[config.mk]
export PLATFORM = sky130hd
export DESIGN_NAME = data_mem_arbiter
export DESIGN_NICKNAME = d
export VERILOG_FILES = /design/src/rtl/data_mem_arbiter.sv
export SDC_FILE = /design/constraint.sdc
export NUM_CORES = 1
export LEC_CHECK = 0
export BUFFER_PORTS_ARGS = -buffer_cell sky130_fd_sc_hd__buf_2
export CAP_MARGIN = 20
export CORE_ASPECT_RATIO = 1.1
export CORE_MARGIN = 2
export CORE_UTILIZATION = 42
export DETAILED_ROUTE_END_ITERATION = 10
export HOLD_SLACK_MARGIN = 0.12
export PLACE_DENSITY = 0.86
export SLEW_MARGIN = 10
export SYNTH_ARGS = -nofsm -noshare
export SYNTH_HDL_FRONTEND = slang
export SYNTH_SLANG_ARGS = --single-unit
[constraint.sdc]
create_clock -name i_clk -period 3.5 [get_ports i_clk]
set_clock_uncertainty 0.05 [all_clocks]
set_input_delay 0.35 -clock i_clk [delete_from_list [all_inputs] [get_ports i_clk]]
set_output_delay 0.35 -clock i_clk [all_outputs]
set_load 0.05 [all_outputs]
[src/rtl/data_mem_arbiter.sv]
// rtl/data_mem_arbiter.sv - single-port DataMemory arbiter between CPU MEM stage and AUX master
//
// Purpose: shares DataMemory between the pipeline MEM stage (priority) and the
// vector/encryption load-store unit (valid/ready). AUX is forced a slot after
// MAX_WAIT consecutive refusals, stalling the CPU for that one cycle. Read data
// (1-cycle latency) is routed back to whichever port issued the read.
//
// Ports:
//   i_clk, i_rst                      clock, async active-high reset
//   i_cpu_req/we/addr/wdata           CPU request
//   o_cpu_stall                       CPU request not taken this cycle
//   o_cpu_rvalid, o_cpu_rdata         CPU read return (rdata held after rvalid)
//   i_aux_valid/we/addr/wdata         AUX request, o_aux_ready = accepted
//   o_aux_rvalid, o_aux_rdata         AUX read return (rdata held after rvalid)
//   o_mem_addr/wdata/wren, i_mem_q    DataMemory port A
module data_mem_arbiter #(
  parameter int ADDR_W   = 16,
  parameter int DATA_W   = 16,
  parameter int MAX_WAIT = 8
) (
  input  logic              i_clk,
  input  logic              i_rst,
  input  logic              i_cpu_req,
  input  logic              i_cpu_we,
  input  logic [ADDR_W-1:0] i_cpu_addr,
  input  logic [DATA_W-1:0] i_cpu_wdata,
  output logic              o_cpu_stall,
  output logic              o_cpu_rvalid,
  output logic [DATA_W-1:0] o_cpu_rdata,
  input  logic              i_aux_valid,
  output logic              o_aux_ready,
  input  logic              i_aux_we,
  input  logic [ADDR_W-1:0] i_aux_addr,
  input  logic [DATA_W-1:0] i_aux_wdata,
  output logic              o_aux_rvalid,
  output logic [DATA_W-1:0] o_aux_rdata,
  output logic [ADDR_W-1:0] o_mem_addr,
  output logic [DATA_W-1:0] o_mem_wdata,
  output logic              o_mem_wren,
  input  logic [DATA_W-1:0] i_mem_q
);

  localparam int CW = $clog2(MAX_WAIT + 1);
  localparam logic [CW-1:0] MAX_CNT = CW'(MAX_WAIT);

  localparam logic [1:0] S_IDLE   = 2'd0;
  localparam logic [1:0] S_CPU_RD = 2'd1;
  localparam logic [1:0] S_AUX_RD = 2'd2;

  logic [1:0]        r_state;
  logic [1:0]        w_state_nxt;
  logic [CW-1:0]     r_wait_cnt;
  logic [DATA_W-1:0] r_cpu_hold;
  logic [DATA_W-1:0] r_aux_hold;
  logic              w_force;
  logic              w_gnt_aux;
  logic              w_gnt_cpu;

  // Grants are gated by reset so nothing reaches the memory while rst is high.
  assign w_force   = (r_wait_cnt == MAX_CNT);
  assign w_gnt_aux = ~i_rst & i_aux_valid & (~i_cpu_req | w_force);
  assign w_gnt_cpu = ~i_rst & i_cpu_req & ~w_gnt_aux;

  assign o_aux_ready = w_gnt_aux;
  assign o_cpu_stall = i_cpu_req & w_gnt_aux;

  always_comb begin
    o_mem_addr  = '0;
    o_mem_wdata = '0;
    o_mem_wren  = 1'b0;
    if (w_gnt_aux) begin
      o_mem_addr  = i_aux_addr;
      o_mem_wdata = i_aux_wdata;
      o_mem_wren  = i_aux_we;
    end else if (w_gnt_cpu) begin
      o_mem_addr  = i_cpu_addr;
      o_mem_wdata = i_cpu_wdata;
      o_mem_wren  = i_cpu_we;
    end
  end

  // State records who owns the data that i_mem_q will carry next cycle.
  always_comb begin
    w_state_nxt = S_IDLE;
    if (w_gnt_cpu && !i_cpu_we)
      w_state_nxt = S_CPU_RD;
    else if (w_gnt_aux && !i_aux_we)
      w_state_nxt = S_AUX_RD;
  end

  always_ff @(posedge i_clk or posedge i_rst) begin
    if (i_rst) begin
      r_state    <= S_IDLE;
      r_wait_cnt <= '0;
      r_cpu_hold <= '0;
      r_aux_hold <= '0;
    end else begin
      r_state <= w_state_nxt;
      if (!i_aux_valid || w_gnt_aux)
        r_wait_cnt <= '0;
      else if (r_wait_cnt != MAX_CNT)
        r_wait_cnt <= r_wait_cnt + CW'(1);
      if (r_state == S_CPU_RD)
        r_cpu_hold <= i_mem_q;
      if (r_state == S_AUX_RD)
        r_aux_hold <= i_mem_q;
    end
  end

  assign o_cpu_rvalid = (r_state == S_CPU_RD);
  assign o_aux_rvalid = (r_state == S_AUX_RD);
  assign o_cpu_rdata  = o_cpu_rvalid ? i_mem_q : r_cpu_hold;
  assign o_aux_rdata  = o_aux_rvalid ? i_mem_q : r_aux_hold;

endmodule
# Yosys cells after proc, flatten, opt, wreduce, memory -nomap -nowiden
# Index checks and enable logic that the tools add are counted.
[totals] regBits=38 in_bits=86 output_inout_bits=69 elab_cells=37
[op_classes] addsub=1 eq_ne=4 n_mux=12 n_bitwise=9 reduce_logical=7
[ops] operator="$mux W16" count=6
[ops] operator="$mux W4" count=2
[ops] operator="$and A1 B1 Y1" count=5
[ops] operator="$add A4 B1 Y4 const B" count=1
[ops] operator="$eq A4 B4 Y1 const B" count=1
[ops] operator="$mux W2" count=2
[ops] operator="$ne A4 B4 Y1 const B" count=1
[ops] operator="$logic_not A1 Y1" count=3
[ops] operator="$not A1 Y1" count=3
[ops] operator="$eq A2 B1 Y1 const B" count=1
[ops] operator="$eq A2 B2 Y1 const B" count=1
[ops] operator="$logic_and A1 B1 Y1" count=2
[ops] operator="$mux W1" count=2
[ops] operator="$reduce_bool A2 Y1" count=1
[ops] operator="$logic_or A1 B1 Y1" count=1
[ops] operator="$or A1 B1 Y1" count=1

# Logic depth before layout (Yosys ltp)
# Gate-level depths: netlist (run 1).
[logic_depth] ltp_word=7 ltp_mapped=7 depth_no_buf=5

# Worst setup path before layout (run 1)
# Ideal clock, no wire load.
[synth_path] path_type="flip-flop to output port" from="reg r_wait_cnt[0]" to="out o_mem_addr[13]" arrival_ns=1.732 t_required_ns=3.100 path_slack_ns=1.368 path_stages_with_launch=7 path_buffers=1 cell_sequence="dfrtp_1 -> inv_1 -> ha_1 -> nand3b_1 -> a21oi_4 -> buf_4 -> a22o_1"
[synth_between] elab_chain_len=7
[synth_rtl] element="start: declaration" line_no="52" source="logic [CW-1:0] r_wait_cnt;"
[synth_rtl] element="start signal: assignment" line_no="102" source="r_wait_cnt <= r_wait_cnt + CW'(1);"
[synth_rtl] element="$eq A4 B4 Y1 (*)" line_no="60" source="assign w_force = (r_wait_cnt == MAX_CNT);"
[synth_rtl] element="$or A1 B1 Y1 (*)" line_no="61" source="assign w_gnt_aux = ~i_rst & i_aux_valid & (~i_cpu_req | w_force);"
[synth_rtl] element="$and A1 B1 Y1 (*)" line_no="61"
[synth_rtl] element="named net o_aux_ready" line_no="31" source="output logic o_aux_ready,"
[synth_rtl] element="$not A1 Y1" line_no="62" source="assign w_gnt_cpu = ~i_rst & i_cpu_req & ~w_gnt_aux;"
[synth_rtl] element="$and A1 B1 Y1" line_no="62"
[synth_rtl] element="$mux W16" line_no="75" source="end else if (w_gnt_cpu) begin"
[synth_rtl] element="$mux W16 (*)" line_no="71" source="if (w_gnt_aux) begin"
[synth_rtl] element="end: declaration" line_no="37" source="output logic [ADDR_W-1:0] o_mem_addr,"
# Mark *: on every way through the listed nets, which the timed path passes. The rest lies on a longest branch.

# Worst setup path after layout (run 1)
[layout_path] from="reg r_wait_cnt[0]" to="out o_mem_addr[2]"
[layout_between] elab_chain_len=7
[layout_rtl] element="$eq A4 B4 Y1 (*)" line_no="60"
[layout_rtl] element="$or A1 B1 Y1 (*)" line_no="61"
[layout_rtl] element="$and A1 B1 Y1 (*)" line_no="61"
[layout_rtl] element="$not A1 Y1" line_no="62"
[layout_rtl] element="$and A1 B1 Y1" line_no="62"
[layout_rtl] element="$mux W16" line_no="75"
[layout_rtl] element="$mux W16 (*)" line_no="71"
# Every way passes the cells marked *; elsewhere a longest branch is shown, timed or not.

==> results of run 1 <==
Yosys cell counts (all sizes together):
cell | n | area [um^2]
buf | 11 | 82.58
xnor2 | 2 | 17.52
and2 | 1 | 6.260
mux2i | 1 | 10.01
xor2 | 1 | 8.760
nor4b | 1 | 8.760
and2b | 1 | 7.510
nand3 | 1 | 5.000
ha | 2 | 25.02
inv | 4 | 15.01
nand3b | 1 | 7.510
nand2b | 3 | 18.77
nor3b | 3 | 22.52
a22o | 33 | 291.5
mux2 | 32 | 360.3
a21oi | 3 | 37.53
dfrtp | 38 | 950.9
nor2b | 2 | 12.51
and3b | 1 | 8.760
area by class of cell:
class                      count  area [um^2]
timing repair buffer         156        785.8
tap                           54        67.56
clock buffer                   6        82.58
sequential                    38        950.9
fill                         361         1567
inverter                       4        15.01
multi-input combinational     88        848.3
worst min-delay path by stage:
stage | startpoint | end | slack (ns) | depth (start not counted)
floorplan | i_aux_we | r_state[1]$_DFF_PP0_ | 0.37 | 1
global placement | r_cpu_hold[10]$_DFF_PP0_ | r_cpu_hold[10]$_DFF_PP0_ | 0.41 | 1
detailed placement | r_aux_hold[12]$_DFF_PP0_ | r_aux_hold[12]$_DFF_PP0_ | 0.43 | 1
CTS | i_rst | r_state[1]$_DFF_PP0_ | 0.16 | 3
global route | i_aux_we | r_state[1]$_DFF_PP0_ | 0.18 | 2
finish | i_rst | r_cpu_hold[8]$_DFF_PP0_ | 0.15 | 3
cells in the final DEF, fill, tap and decap left out, types with 2 or more instances in the layout:
cell type / instances
dfrtp_1: 38
mux2_2: 29
ha_1: 2
nor2b_1: 2
mux2_1: 3
a22o_1: 31
clkbuf_8: 6
a21oi_4: 2
nor3b_1: 3
a22o_2: 2
buf_4: 2
inv_1: 4
xnor2_1: 2
buf_2: 154
nand2b_1: 3
power by group through the flow:
stage | registers [W] | clock network (W) | logic (W)
floorplan | 0.000543 | 0 | 0.000551
CTS | 0.000545 | 0.000289 | 0.000719
global placement | 0.000545 | 0 | 0.000707
finish | 0.000544 | 0.000281 | 0.000712
global route | 0.000552 | 0.000313 | 0.000749
detailed placement | 0.000554 | 0 | 0.000718
logic make-up after synthesis:
| kind of cell | count (synthesis) |
|---|---|
| flip-flops | 38 |
| AO/OA/AOI/OAI | 36 |
| multiplexers | 33 |
| buffers and inverters | 15 |
| AND/OR/NAND/NOR | 14 |
| XOR/XNOR | 3 |
| adder cells (fa/ha/maj) | 2 |
through the flow:
| stage | hold WS [ns] | area [um^2] |
|---|---|---|
| 2_1_floorplan | 0.3656 | 1897 |
| 3_3_place_gp | 0.4128 | 2668 |
| 3_5_place_dp | 0.4280 | 2668 |
| 4_1_cts | 0.1568 | 2750 |
| 5_1_grt | 0.1792 | 2750 |
| 6_report | 0.1456 | 2750 |
critical path, cell delays in order (launching register included):
cell and delay (ns):
dfrtp_1 0.37, inv_1 0.08, ha_1 0.22, and3b_1 0.26, a21oi_4 0.68, a22o_1 0.25, buf_2 0.27
registers in the layout, summed over array words and instances, names as in the netlist:
signal,count
r_aux_hold,16
r_cpu_hold,16
r_wait_cnt,4
r_state,2
metal layers:
metal  track usage [%]  part of all wire [%]  up-vias
li1                  -                     -      825
met3             7.564                   9.9        2
met2             38.83                    55       87
met1             20.35                    35      824
met5                 0                     0        -
met4             5.111                  0.36        0
==> results.md, run 1 <==
* Post-synthesis sequential area ratio at 50.13%
* Via count at 1738
* Cts bufs inserted at 5
* Total grt overflow at 0
* Final net count at ~380
* RSZ-0062 raised after global routing: no
* Post-CTS setup buffer count at 0
* Hold_buf cts at 0
* RR Endpoint: r_state[0]$_DFF_PP0_
* Clock power share at 18.3%
* IO Port Bufs at 154
* Adder-cell share of the synthesized area at 1.319%
* Reg2Reg Depth at 5
* Critical Path RT at 3.10 ns
* P_sw at 0.0006715 W
* WL per Instance at 15.20 um
* LEAKAGE at about 1.5 nW
* Worst Path Arrival at 2.41 ns
* CTS sink cnt at 38
* Core region area at 4317 um^2
* Synth Area in Compound Gates at between 15 and 20%
* Yosys cell types at 24
* Final number of setup-violating endpoints at 0
* Routability cong. at 0.8377
* Peak VDD IR at 258.3 uV
* Main combinational cell family by area after synthesis: multiplexers
* Endpoint class of the critical path: output port
* Fmax achieved at 0.3561 GHz
* Final cell count without fillers at roughly 350
* Pin count of the biggest net entering global routing at 39
* Fin Setup TNS at 0 ns
* Reg clk slew, reported paths at 0.06 ns
* Io pins at 155
* Fin crit share at between 80% and 90%
* Vias in the first global route at 1728
* Final count of hold timing violations at 0
* Tot Pwr at 0.001537 W
* Avg Synthesized Cell Area at 13.45 um^2
* Chip width at 68.08 um
* Final WL at about 5300 um
* Placed Cells incl. Taps at 340
* Worst setup margin at around 0.69 ns
* Combinational share of power at 46.3%
* Post-synthesis sequential element count at 38
* Starting Density at 43.94%
* End of the critical path: o_mem_addr[2]
* Synth warnings at 0
* Max_cap viols at 0
* Initial DRC Count at 59
* Worst hold-check path type: input port to async pin
* DRT Pass-1 Iters at 2
* Power density over the cells at between 500 and 600 nW/um^2
* Syn_nets at between 200 and 250
* Sw frac at 43.68%
* Slew Viols, Final at 0
* Crit Path Category: register to output port
* Initial antenna violation count at 0
* Root buf cell: clkbuf_8
* Xor/xnor share of the synthesized area at about 1.4%
* RR Startpoint: r_wait_cnt[0]$_DFFE_PP0P_
* DR DRC count at 0
* Relative slew slack at 44.29%
* Area delta synth->final at 44.99%
* Cell row count at 25
* Startpoint Class: register
* Via density at 5.023
* Placement Setup Slack at roughly 0.97 ns
* Minimum clock period at 2.808 ns
* Max Root-Sink Buffers at 2
* Post-CTS sizing at 0
* R2R setup slack at approximately 1.6 ns
* Multiplexer share of the synthesized area at 19.53%
* Worst skew pair latency at between 0.2 and 0.3 ns
* Sequential fraction of design power at 35.4%
* Cell Int Power at 0.0008657 W
* Die ar. at 5071 um^2
* Actual slew at the worst max-slew pin at roughly 0.83 ns
* Proportion of layout cells with a drive suffix above 1 at 66.78%
* First-pass GRT wire length at 7659 um
* Syn Inst Count at approximately 140
* Synthesized cell area at ~1900 um^2
* Crit path max fanout at 34
* Die height at 74.49 um
* Area share of and/or/nand/nor cells after synthesis at under 10%
* CTS H-tree lvls at 2
* Final ANT Viol Nets at 0
* Total GRT Usage at 20.31%
* TritonCTS clock tree: done
* Critical Path Start: r_wait_cnt[0]$_DFFE_PP0P_
* Status: completed
* HPWL Detailed at 4378 um
* Util after Layout at 63.71%
* Antenna cells at 0
Power figures use the tool's default switching activity.
==> run 2, diff against run 1 <==
- CORE_UTILIZATION: 42 -> 39
- PLACE_DENSITY: 0.86 -> 0.81
- clock period: 3.5 -> 2.6 ns (I/O delays scaled with it)
==> run 2 against run 1 <==
Effect of this change:
- via count increased by 2.1%
- cell area up 3.8%
- worst setup slack got worse by 0.51 ns
- routed wire length shrank 3.7%
- non-clock buffer count grew 5
- first-iteration DRC count fell by 15%
- register-to-register slack got worse by 0.59 ns
- utilization shrank 2.4 points
- critical path depth rose by 1
- largest cell class unchanged
- count of clock-buffer cells in the layout is 1 lower
==> results.md, run 2 (synthesized netlist as in run 1, its figures left out) <==
* Cts bufs inserted at 5
* Top flop regs: r_aux_hold (16), r_cpu_hold (16), r_wait_cnt (4)
* Final count of hold timing violations at 0
* DR DRC count at 0
* Starting Density at roughly two fifths
* CTS H-tree lvls at 2
* CTS sink cnt at 38
* Routability cong. at 0.7906
* DRT Pass-1 Iters at 6
* Via density at about 5.0
* Die height at 77.15 um
* IO Port Bufs at ~150
* Max Root-Sink Buffers at 2
* GR Layer Usage met3 at under 10%
* Post-CTS setup buffer count at 0
* Worst Path Arrival at 2.11 ns
* Via count at 1775
* Area delta synth->final at 50.46%
* First-pass GRT wire length at between 7000 and 8000 um
* Critical Path RT at 2.29 ns
* Final ANT Viol Nets at 0
* Fin Setup TNS at 0 ns
* Worst Path Buf+Inv at 3
* Fmax achieved at 0.4133 GHz
* Power density over the cells at 799.7 nW/um^2
* Commonest cells after routing, fill and taps aside: buf_2 (154), dfrtp_1 (38), a22o_1 (31), mux2_2 (29), clkbuf_8 (5)
* Relative slew slack at 44.84%
* Initial DRC Count at 50
* Total GRT Usage at 18.56%
* Core region area at approximately 4700 um^2
* TritonCTS clock tree: done
* Io pins at 155
* Critical path's slowest cell: dfrtp_1
* Layout fillers at 394
* CP delay by family, top: buffers and inverters
* Reg clk slew, reported paths at 0.08 ns
* GRT busiest layer: met2
* Worst stage delay on the critical path at 0.38 ns
* Minimum clock period at 2.419 ns
* Commonest non-fill, non-tap cell in the layout: buf_2
* Root buf cell: clkbuf_8
* Tot Pwr at between 0.002 and 0.0025 W
* Endpoint class of the critical path: output port
* Actual slew at the worst max-slew pin at slightly above 0.8 ns
* Pin count of the biggest net entering global routing at 39
* Vias in the first global route at 1724
* Antenna cells at 0
* Max_cap viols at 0
* Die ar. at 5438 um^2
* Crit path cell chain: inv_1 > ha_1 > and3b_1 > a21oi_4 > buf_6 > a22o_1 > buf_2
* Initial antenna violation count at 0
* Total grt overflow at 0
* Fin crit share at 93.06%
* Crit Path Category: register to output port
* Met1 GRT Util at approximately a fifth
* HPWL Detailed at 3995 um
* Startpoint Class: register
* Peak VDD IR at 275.8 uV
* Final number of setup-violating endpoints at 0
* Chip width at 70.50 um
* Proportion of layout cells with a drive suffix above 1 at roughly 67%
* Met2 usage at between 30% and 40%
* RSZ-0062 raised after global routing: no
* Final net count at 386
* Cell row count at 26
* Final WL at between 5000 and 6000 um
* Worst skew pair latency at 0.28 ns
* Crit path max fanout at 34
* Slew Viols, Final at 0
* LEAKAGE at between 1.5 and 2 nW
* Status: completed
* Worst hold-check path type: input port to register
* WL per Instance at approximately 14 um
## run 2: layout make-up
| class | instances | area, um^2 | share of cell area [%] |
|---|---|---|---|
| Clock buffer | 5 | 68.82 | 2.411 |
| Clock inverter | 3 | 68.82 | 2.411 |
| Inverter | 4 | 15.01 | 0.5261 |
| Multi-Input combinational cell | 88 | 848.3 | 29.72 |
| Sequential cell | 38 | 950.9 | 33.32 |
| Tap cell | 56 | 70.07 | 2.455 |
| Timing Repair Buffer | 161 | 832.0 | 29.15 |
## run 2: worst register-to-register path: stages, from the launching register on
cell	delay, ns
dfrtp_1	0.38
inv_1	0.09
ha_1	0.22
and3b_1	0.27
a21oi_4	0.17
buf_6	0.25
and2b_1	0.16
## run 2: final timing paths
kind | slack (ns) | cells after the start | from | endpoint
max in group asynchronous | 1.57 | 4 | i_rst | r_aux_hold[15]$_DFF_PP0_
min | 0.17 | 2 | i_mem_q[7] | r_cpu_hold[7]$_DFF_PP0_
max reg2reg | 0.97 | 6 | r_wait_cnt[0]$_DFFE_PP0P_ | r_state[0]$_DFF_PP0_
max | 0.18 | 7 | r_wait_cnt[0]$_DFFE_PP0P_ | o_mem_wdata[3]
min in group asynchronous | 0.60 | 4 | i_rst | r_wait_cnt[0]$_DFFE_PP0P_
min reg2reg | 0.43 | 1 | r_cpu_hold[7]$_DFF_PP0_ | r_cpu_hold[7]$_DFF_PP0_
## run 2: where the power goes
part	internal [W]	leakage [nW]	switching, W
Combinational	0.000263	1.02	0.000699
Clock	0.000384	0.0683	0.000206
Sequential	0.000702	0.457	0.0000279
Total	0.00135	1.55	0.000933
## run 2: per-stage QoR
step / cells / setup WS (ns) / util [%] / hold slack (ns) / instance area, um^2
finish: 355 / 0.1806 / 61.35 / 0.1695 / 2854
global route: 355 / 0.08057 / 61.35 / 0.1686 / 2854
CTS: 355 / 0.09897 / 61.27 / 0.1607 / 2850
detailed placement: 345 / 0.4242 / 57.88 / 0.3799 / 2693
global placement: 345 / 0.4830 / 57.88 / 0.3734 / 2693
floorplan: 141 / 0.5583 / - / 0.2756 / 1897
## run 2: routing by layer
metal | vias to the layer above | routed length (um)
li1 | 838 | -
met1 | 825 | 1765
met2 | 103 | 2716
met3 | 9 | 495
met4 | 0 | 84
met5 | - | 0
## run 2: what timing repair did
item,4_1_cts,5_1_grt
gates resized for setup,0,1
hold endpoints to repair,39,0
setup endpoints to repair,0,2
hold buffers,2,0
==> run 3, diff against run 2 <==
- CORE_MARGIN: 2 -> 4
==> run 3 against run 2 <==
Effect of this change:
- sequential share of layout area up 0.56 points
- non-clock buffer count down 2
- largest power group unchanged
- register-to-register slack about the same
- count of clock-buffer cells in the layout up 1
- utilization down 1.4 points
- cell area down 1.7%
- global-route usage down 0.25 points
- routed wire length up 9.1%
- first-iteration DRC count down 42%
- critical endpoint is now o_mem_addr[6]
==> results.md, run 3 (synthesized netlist as in run 1, its figures left out) <==
* Core region area at between 4000 and 5000 um^2
* Layout fillers at 403
* Cts bufs inserted at 5
* Status: completed
* Cell row count at 26
* Routability cong. at 0.8531
* Worst skew pair latency at around 0.28 ns
* Post-CTS setup buffer count at 0
* Total GRT Usage at a little under a fifth
* Commonest cells after routing, fill and taps aside: buf_2 (154), dfrtp_1 (38), a22o_1 (31), mux2_2 (29), clkbuf_8 (6)
* Chip width at between 70 and 80 um
* Util after Layout at around three fifths
* Crit path cell chain: inv_1 > ha_1 > and3b_1 > a21oi_4 > buf_6 > a22o_1 > buf_2
* IO Port Bufs at 154
* Peak VDD IR at 299.9 uV
* Endpoint class of the critical path: output port
* Die height at 81.15 um
* CTS sink cnt at 38
* Final WL at 5524 um
* First-pass GRT wire length at 8376 um
* Power density over the cells at between 700 and 800 nW/um^2
* Final cell count without fillers at roughly 350
* R2R setup slack at 0.98 ns
* Actual slew at the worst max-slew pin at between 0.8 and 0.9 ns
* Critical path's slowest cell: dfrtp_1
* Pin count of the biggest net entering global routing at 35
* Startpoint Class: register
* HPWL Detailed at 4585 um
* Final number of setup-violating endpoints at 0
* Root buf cell: clkbuf_8
* TritonCTS clock tree: done
* Top flop regs: r_aux_hold (16), r_cpu_hold (16), r_wait_cnt (4)
* DR DRC count at 0
* Initial DRC Count at 29
* Worst Path Arrival at between 2 and 2.5 ns
* Tot Pwr at 0.002106 W
* Starting Density at roughly two fifths
* Critical Path RT at 2.29 ns
* Via density at 5.014
* RSZ-0062 raised after global routing: no
* Minimum clock period at 2.441 ns
* Area delta synth->final at 47.96%
* Final net count at between 300 and 400
* RR Startpoint: r_state[0]$_DFF_PP0_
* Worst hold-check path type: input port to async pin
* Die ar. at between 6000 and 7000 um^2
* Proportion of layout cells with a drive suffix above 1 at 67.00%
* Placed Cells incl. Taps at 344
* WL per Instance at 15.65 um
* Max_cap viols at 0
* LEAKAGE at 1.521 nW
* CTS H-tree lvls at 2
* Commonest non-fill, non-tap cell in the layout: buf_2
* Initial antenna violation count at 0
* Reg2Reg Depth at 2
* Final count of hold timing violations at 0
* Relative slew slack at 42.22%
* Fmax achieved at 0.4097 GHz
* Vias in the first global route at 1791
* Crit Path Category: register to output port
* Max Root-Sink Buffers at 2
* RR Endpoint: r_aux_hold[6]$_DFF_PP0_
* Reg clk slew, reported paths at about 0.070 ns
* Via count at 1770
* Fin crit share at between 90% and 100%
* Fin Setup TNS at 0 ns
* Worst stage delay on the critical path at 0.37 ns
* Total grt overflow at 0
* Final ANT Viol Nets at 0
* Crit path max fanout at 34
* DRT Pass-1 Iters at 4
* Antenna cells at 0
* Slew Viols, Final at 0
* Io pins at approximately 160
## run 3: how the worst max path moves through the flow
| stage | startpoint | endpoint | slack, ns | cells past startpoint |
|---|---|---|---|---|
| floorplan | r_wait_cnt[0]$_DFFE_PP0P_ | o_mem_addr[13] | 0.56 | 6 |
| global placement | r_wait_cnt[0]$_DFFE_PP0P_ | o_mem_addr[6] | 0.44 | 7 |
| detailed placement | r_wait_cnt[0]$_DFFE_PP0P_ | o_mem_addr[6] | 0.40 | 7 |
| global route | r_wait_cnt[0]$_DFFE_PP0P_ | o_mem_addr[7] | 0.005 | 7 |
| finish | r_wait_cnt[0]$_DFFE_PP0P_ | o_mem_addr[6] | 0.16 | 7 |
| CTS | r_wait_cnt[0]$_DFFE_PP0P_ | o_mem_addr[6] | 0.07 | 7 |
## run 3: area by class of cell
cell class	count	area (um^2)	share of cell area, %
Sequential cell	38	950.9	33.88
Multi-Input combinational cell	88	848.3	30.23
Timing Repair Buffer	159	827.0	29.47
Clock buffer	6	82.58	2.942
Tap cell	56	70.07	2.497
Inverter	4	15.01	0.5350
Clock inverter	2	12.51	0.4458
## run 3: metal layers
| layer | track usage [%] | vias to the layer above | share of wire (%) |
|---|---|---|---|
| li1 | - | 828 | - |
| met1 | 20.09 | 826 | 37 |
| met2 | 33.04 | 106 | 50 |
| met3 | 4.950 | 10 | 11 |
| met4 | 7.117 | 0 | 2.0 |
| met5 | 0 | - | 0 |
## run 3: critical path, delay by kind of cell, from the launching register on
family | cells | cell delay, ns
adder cells (fa/ha/maj) | 1 | 0.21
AO/OA/AOI/OAI | 2 | 0.38
AND/OR/NAND/NOR | 1 | 0.26
flip-flops | 1 | 0.37
buffers and inverters | 3 | 0.61
## run 3: timing repair
item | CTS | global route
endpoints found under the hold margin | 1 | 0
hold buffers | 1 | 0
gates resized for setup | 0 | 1
setup endpoints to repair | 0 | 5
## run 3: report_power, final
group | switching (W) | internal, W | total [W]
Clock | 0.000199 | 0.000213 | 0.000411
Sequential | 0.0000280 | 0.000702 | 0.000730
Combinational | 0.000702 | 0.000263 | 0.000965
## run 3: per-stage QoR
step	hold slack, ns	setup slack, ns	cell area (um^2)
after floorplan	0.2756	0.5583	1897
final	0.09695	0.1593	2806
after CTS	0.1388	0.06690	2803
after global routing	0.1690	0.004740	2806
after detailed placement	0.3857	0.3953	2698
after global placement	0.3932	0.4386	2698
